[src/rtl/reg_bank_32x32_if.sv]
// Write/clear port bundle for reg_bank_32x32.
// Latency: n/a (signal grouping only).
// Backpressure: master holds wr_en until wr_ready; busy marks an in-flight clear.
// Ports: wr_en/wr_addr/wr_data/wr_be/clr (master->slave), wr_ready/busy (slave->master).
interface reg_bank_32x32_if #(
  parameter int WIDTH = 32
);
  logic               wr_en;
  logic [4:0]         wr_addr;
  logic [WIDTH-1:0]   wr_data;
  logic [WIDTH/8-1:0] wr_be;
  logic               wr_ready;
  logic               clr;
  logic               busy;

  modport master (
    output wr_en, wr_addr, wr_data, wr_be, clr,
    input  wr_ready, busy
  );

  modport slave (
    input  wr_en, wr_addr, wr_data, wr_be, clr,
    output wr_ready, busy
  );
endinterface

[src/rtl/reg_bank_32x32.sv]
// 32-entry register storage with one byte-maskable write port and a sequenced bulk clear.
// Latency: a write or clear step is visible on Rn one cycle after the accepting edge.
// Backpressure: wr_ready drops for the whole clear sequence; requester holds wr_en until it returns.
// Ports: clk, rst (async, active-high); bus (slave modport: write + clr handshake);
//        R0..R31 drive register contents straight from storage to the read-select muxes.
module reg_bank_32x32 #(
  parameter int WIDTH    = 32,
  parameter int ZERO_REG = 1
) (
  input  logic                   clk,
  input  logic                   rst,
  reg_bank_32x32_if.slave        bus,
  output logic [WIDTH-1:0]       R0,  R1,  R2,  R3,  R4,  R5,  R6,  R7,
  output logic [WIDTH-1:0]       R8,  R9,  R10, R11, R12, R13, R14, R15,
  output logic [WIDTH-1:0]       R16, R17, R18, R19, R20, R21, R22, R23,
  output logic [WIDTH-1:0]       R24, R25, R26, R27, R28, R29, R30, R31
);

  typedef enum logic {IDLE = 1'b0, CLEAR = 1'b1} state_t;

  state_t           r_state;
  state_t           w_state_nxt;
  logic [4:0]       r_idx;
  logic [4:0]       w_idx_nxt;
  logic [WIDTH-1:0] r_regs [32];
  logic             w_wr_fire;
  logic             w_clr_step;

  // Handshake outputs come from registered state only.
  assign bus.wr_ready = (r_state == IDLE);
  assign bus.busy     = (r_state == CLEAR);

  assign w_wr_fire  = bus.wr_en && (r_state == IDLE);
  assign w_clr_step = (r_state == CLEAR);

  always_comb begin
    w_state_nxt = r_state;
    w_idx_nxt   = r_idx;
    case (r_state)
      IDLE: begin
        if (bus.clr) begin
          w_state_nxt = CLEAR;
          // R0 needs no clearing when it is hardwired to zero.
          w_idx_nxt   = (ZERO_REG != 0) ? 5'd1 : 5'd0;
        end
      end
      CLEAR: begin
        // clr is ignored here: no restart, no extension.
        w_idx_nxt = r_idx + 5'd1;
        if (r_idx == 5'd31) begin
          w_state_nxt = IDLE;
        end
      end
      default: begin
        w_state_nxt = IDLE;
      end
    endcase
  end

  always_ff @(posedge clk or posedge rst) begin
    if (rst) begin
      r_state <= IDLE;
      r_idx   <= 5'd0;
    end else begin
      r_state <= w_state_nxt;
      r_idx   <= w_idx_nxt;
    end
  end

  // Clear and write are mutually exclusive by state, so priority order is moot.
  // Entry 0 is never written when ZERO_REG is set, so it stays at its reset value of 0.
  always_ff @(posedge clk or posedge rst) begin
    if (rst) begin
      for (int i = 0; i < 32; i++) begin
        r_regs[i] <= '0;
      end
    end else begin
      for (int i = 0; i < 32; i++) begin
        if (w_clr_step && (r_idx == 5'(i))) begin
          r_regs[i] <= '0;
        end else if (w_wr_fire && (bus.wr_addr == 5'(i)) && !((ZERO_REG != 0) && (i == 0))) begin
          for (int b = 0; b < WIDTH/8; b++) begin
            if (bus.wr_be[b]) begin
              r_regs[i][8*b +: 8] <= bus.wr_data[8*b +: 8];
            end
          end
        end
      end
    end
  end

  assign R0  = r_regs[0];
  assign R1  = r_regs[1];
  assign R2  = r_regs[2];
  assign R3  = r_regs[3];
  assign R4  = r_regs[4];
  assign R5  = r_regs[5];
  assign R6  = r_regs[6];
  assign R7  = r_regs[7];
  assign R8  = r_regs[8];
  assign R9  = r_regs[9];
  assign R10 = r_regs[10];
  assign R11 = r_regs[11];
  assign R12 = r_regs[12];
  assign R13 = r_regs[13];
  assign R14 = r_regs[14];
  assign R15 = r_regs[15];
  assign R16 = r_regs[16];
  assign R17 = r_regs[17];
  assign R18 = r_regs[18];
  assign R19 = r_regs[19];
  assign R20 = r_regs[20];
  assign R21 = r_regs[21];
  assign R22 = r_regs[22];
  assign R23 = r_regs[23];
  assign R24 = r_regs[24];
  assign R25 = r_regs[25];
  assign R26 = r_regs[26];
  assign R27 = r_regs[27];
  assign R28 = r_regs[28];
  assign R29 = r_regs[29];
  assign R30 = r_regs[30];
  assign R31 = r_regs[31];

endmodule

[src/flat_wrapper.sv]
// flat-port wrapper written by rule: the top's interface ports become plain ports
module reg_bank_32x32_flat 
#(
  parameter int WIDTH    = 32,
  parameter int ZERO_REG = 1
)
  (clk, rst, R0, R1, R2, R3, R4, R5, R6, R7, R8, R9, R10, R11, R12, R13, R14, R15, R16, R17, R18, R19, R20, R21, R22, R23, R24, R25, R26, R27, R28, R29, R30, R31, bus_wr_en, bus_wr_addr, bus_wr_data, bus_wr_be, bus_clr, bus_wr_ready, bus_busy);
  reg_bank_32x32_if #(.WIDTH(WIDTH)) bus_i ();
  input  logic clk;
  input  logic rst;
  output logic [WIDTH-1:0] R0;
  output logic [WIDTH-1:0] R1;
  output logic [WIDTH-1:0] R2;
  output logic [WIDTH-1:0] R3;
  output logic [WIDTH-1:0] R4;
  output logic [WIDTH-1:0] R5;
  output logic [WIDTH-1:0] R6;
  output logic [WIDTH-1:0] R7;
  output logic [WIDTH-1:0] R8;
  output logic [WIDTH-1:0] R9;
  output logic [WIDTH-1:0] R10;
  output logic [WIDTH-1:0] R11;
  output logic [WIDTH-1:0] R12;
  output logic [WIDTH-1:0] R13;
  output logic [WIDTH-1:0] R14;
  output logic [WIDTH-1:0] R15;
  output logic [WIDTH-1:0] R16;
  output logic [WIDTH-1:0] R17;
  output logic [WIDTH-1:0] R18;
  output logic [WIDTH-1:0] R19;
  output logic [WIDTH-1:0] R20;
  output logic [WIDTH-1:0] R21;
  output logic [WIDTH-1:0] R22;
  output logic [WIDTH-1:0] R23;
  output logic [WIDTH-1:0] R24;
  output logic [WIDTH-1:0] R25;
  output logic [WIDTH-1:0] R26;
  output logic [WIDTH-1:0] R27;
  output logic [WIDTH-1:0] R28;
  output logic [WIDTH-1:0] R29;
  output logic [WIDTH-1:0] R30;
  output logic [WIDTH-1:0] R31;
  input wire logic [$bits(bus_i.wr_en)-1:0] bus_wr_en;
  input wire logic [$bits(bus_i.wr_addr)-1:0] bus_wr_addr;
  input wire logic [$bits(bus_i.wr_data)-1:0] bus_wr_data;
  input wire logic [$bits(bus_i.wr_be)-1:0] bus_wr_be;
  input wire logic [$bits(bus_i.clr)-1:0] bus_clr;
  output wire logic [$bits(bus_i.wr_ready)-1:0] bus_wr_ready;
  output wire logic [$bits(bus_i.busy)-1:0] bus_busy;
  assign bus_i.wr_en = bus_wr_en;
  assign bus_i.wr_addr = bus_wr_addr;
  assign bus_i.wr_data = bus_wr_data;
  assign bus_i.wr_be = bus_wr_be;
  assign bus_i.clr = bus_clr;
  assign bus_wr_ready = bus_i.wr_ready;
  assign bus_busy = bus_i.busy;
  reg_bank_32x32 #(.WIDTH(WIDTH), .ZERO_REG(ZERO_REG)) u_core (.clk(clk), .rst(rst), .bus(bus_i), .R0(R0), .R1(R1), .R2(R2), .R3(R3), .R4(R4), .R5(R5), .R6(R6), .R7(R7), .R8(R8), .R9(R9), .R10(R10), .R11(R11), .R12(R12), .R13(R13), .R14(R14), .R15(R15), .R16(R16), .R17(R17), .R18(R18), .R19(R19), .R20(R20), .R21(R21), .R22(R22), .R23(R23), .R24(R24), .R25(R25), .R26(R26), .R27(R27), .R28(R28), .R29(R29), .R30(R30), .R31(R31));
endmodule
[config.mk]
export PLATFORM = sky130hd
export DESIGN_NAME = reg_bank_32x32_flat
export DESIGN_NICKNAME = d
export VERILOG_FILES = /design/src/rtl/reg_bank_32x32_if.sv /design/src/rtl/reg_bank_32x32.sv /design/src/flat_wrapper.sv
export SDC_FILE = /design/constraint.sdc
export NUM_CORES = 2
export LEC_CHECK = 0
export ABC_AREA = 0
export BUFFER_PORTS_ARGS = -buffer_cell sky130_fd_sc_hd__buf_4
export CAP_MARGIN = 40
export CORE_AREA = 4 4 420 422
export DETAILED_ROUTE_END_ITERATION = 8
export DIE_AREA = 0 0 424 426
export SYNTH_ARGS = -nofsm -noshare
export SYNTH_HDL_FRONTEND = slang
export SYNTH_SLANG_ARGS = --single-unit
[constraint.sdc]
create_clock -name clk -period 84.5 [get_ports clk]
set_input_delay 8.45 -clock clk [delete_from_list [all_inputs] [get_ports clk]]
set_output_delay 8.45 -clock clk [all_outputs]
set_load 0.01 [all_outputs]
==> impl_metrics.yaml <==
clocking:
  cts.sinks: 998
  clock_latency_ns: 0.74
  ctsResizeCount: 0
  htree_num_levels: 3
  cts_tree: "built"
  cts_hold_buf: 0
  cts_inserted_buffers: 108
  cts_root_buffer: "clkbuf_16"
  post_cts_buffers: 0
  clkTransAtPathRegs_ns: 0.06
  clk_path_buf_depth: 3
yosys:
  synth_top_cell_area_share: 0.666
  synthDistinctLibCells: 40
  ys_seq_area_frac: 0.666
  ys_warn_count: 0
  synth_area_leaders: "dfrtp_1, a22o_1, a22oi_1"
  syn-instance-count: 2640
  yosysTopAreaCell: "dfrtp_1"
  synth-async-reset-ratio: 1.00
  synth_flop_cell: "dfrtp_1"
  syn_avg_cell_area_um2: 14.2
  synth-edff-count: 0
  mappedNetlistArea_mm2: 0.0375
  ys_ff_latch: 998
place:
  io_buffers: 1038
  hpwl_mm: 142
  placed_area_mm2: 0.0485
  gp_congestion: 0.854
die:
  dieArea_mm2: 0.181
  core_mm2: 0.173
  die_h_um: 426
  initial_core_util: 0.217
  io_pins: 1071
  die_width_um: 424
  rows: 153
global_routing:
  grt_max_degree: 156
  grt_pass1_wl_mm: 264
  antenna_found_initial: 11
  grt_pass1_vias: 30300
  track_usage: 0.208
  grt-ovfl-total: 0
finish:
  finish.instance_area_mm2: 0.0523
  final_cell_mix: "buf_4, dfrtp_1, a22o_1"
  syn_to_final_growth_pct: 39.6
  n_fill_cell: 17500
  final_common_cell: "buf_4"
  nets: 3763
  drive_above_1_share: 0.367
outcome:
  status: "finished, final reports clean"
timing:
  layout_min_cycle_time_ns: 11.34
  fin_crit_sh: 0.134
  finalHoldViolCount: 0
  setup_tns_ns: 0
  clock.fmax_ghz: 0.0882
  worstMarginPinSlew_ns: 1.15
  finalMaxSlewViolations: 0
  setup_viol: 0
  rsz0062_at_grt: "false"
  slew_headroom: 0.236
  finClkSkew_ns: 0.0312
drt:
  drc_errors: 0
  vias: 30700
  ant_nets: 0
  wirelength_mm: 197
  drtIter0Drc: 3108
  vias_per_cell: 5.01
  avgRoutedWirePerCell_um: 32.1
  dr.pass1.iters: 6
setup_path:
  critPathLaunchType: "input pin"
  worst-setup-path-type: "input pin to asynchronous set/reset pin"
  endpoint_kind: "asynchronous set/reset pin"
  cp_data_required_time_ns: 85.37
  cp_max_fo: 107
  critPathArrivalTime_ns: 12.21
worst_hold_path:
  min_path_type: "register to register"
power:
  p_per_area_mw_per_mm2: 24.4
  peakVddDrop_uv: 22.8
  power_leakage_nw: 27.1
job:
  max-cap-violations: 0
[power breakdown]
part | internal [W] | leakage, nW | switching (W) | total [W]
Combinational | 0.0000840 | 11.4 | 0.000165 | 0.000249
Sequential | 0.000511 | 13.8 | 0.0000243 | 0.000536
Clock | 0.000282 | 1.81 | 0.000208 | 0.000491
[metrics by stage]
stage,hold slack (ns),power (W),cells,util,setup WS (ns)
2_1_floorplan,0.510,0.000645,2671,-,47.97
3_3_place_gp,0.484,0.000782,5865,0.277,71.19
3_5_place_dp,0.482,0.000791,5903,0.280,71.97
4_1_cts,0.502,0.00128,6095,0.301,72.80
5_1_grt,0.506,0.00132,6120,0.302,72.67
6_report,0.497,0.00128,6125,0.302,73.16
[path summary, 6_finish.rpt]
path	slack (ns)	end	startpoint	cells after the start
max	73.16	u_core.R17[19]	rst	9
min	0.50	u_core.R20[13]	u_core.R20[13]	1
max reg2reg	81.72	u_core.R8[24]	u_core.bus.busy	4
min reg2reg	0.50	u_core.R20[13]	u_core.R20[13]	1
max in group clk	74.14	u_core.R26[17]	bus_wr_addr[3]	4
min in group asynchronous	7.81	u_core.R8[10]	rst	2
[per-layer routing]
layer / vias to the layer above / global-route usage / part of all wire
met1: 16200 / 0.263 / 0.39
met3: 374 / 0.0573 / 0.087
met2: 1796 / 0.333 / 0.47
li1: 12300 / - / -
met4: 8 / 0.0913 / 0.049
met5: - / 0 / 0.00064
[cell usage after synthesis (2+ instances only)]
| master | number |
|---|---|
| a22oi_4 | 16 |
| nor2_1 | 118 |
| nand3_1 | 9 |
| nand4b_1 | 8 |
| a22oi_1 | 100 |
| nor2b_1 | 3 |
| and4bb_2 | 3 |
| dfrtp_1 | 998 |
| o21ai_0 | 2 |
| mux2i_1 | 65 |
| and3_1 | 5 |
| buf_4 | 33 |
| buf_1 | 11 |
| ha_1 | 6 |
| a21oi_1 | 3 |
| clkbuf_1 | 156 |
| nor4bb_1 | 6 |
| nor4b_2 | 2 |
| nand4bb_1 | 9 |
| and4b_1 | 8 |
| buf_2 | 18 |
| and3b_1 | 5 |
| a22o_1 | 928 |
| inv_1 | 37 |
| buf_6 | 4 |
| nand2_1 | 69 |
| or4b_1 | 4 |
| nor4b_4 | 2 |
[cell families (layout without fill, tap and decap cells)]
| logic type | after synthesis | after routing | synth area share |
|---|---|---|---|
| AOI/OAI and AO/OA | 1051 | 1051 | 0.247 |
| DFF | 998 | 998 | 0.666 |
| and+or+nand+nor | 260 | 260 | 0.0368 |
| buffers and inverters | 259 | 1382 | 0.0306 |
| muxes | 65 | 65 | 0.0174 |
| adders and majority gates | 6 | 6 | 0.00200 |
| other | 1 | 38 | 0.000100 |
[worst max-delay path, stage by stage]
cell and delay, ns:
buf_4 0.13, inv_8 0.47, buf_4 0.60, buf_4 0.65, buf_4 0.30, buf_16 0.30, buf_4 0.43, buf_4 0.32
buf_16 0.31
[final cells by class]
type                            instances  area, µm²  area share
Antenna cell                            6       15.0    0.000287
Inverter                               37        146     0.00280
Clock inverter                         44        513     0.00980
Multi-Input combinational cell       1414      11700       0.223
Clock buffer                          148       3150      0.0601
Tap cell                             2325       2910      0.0556
Timing Repair Buffer                 1153       8960       0.171
Sequential cell                       998      25000       0.477
Power figures use the tool's default switching activity.
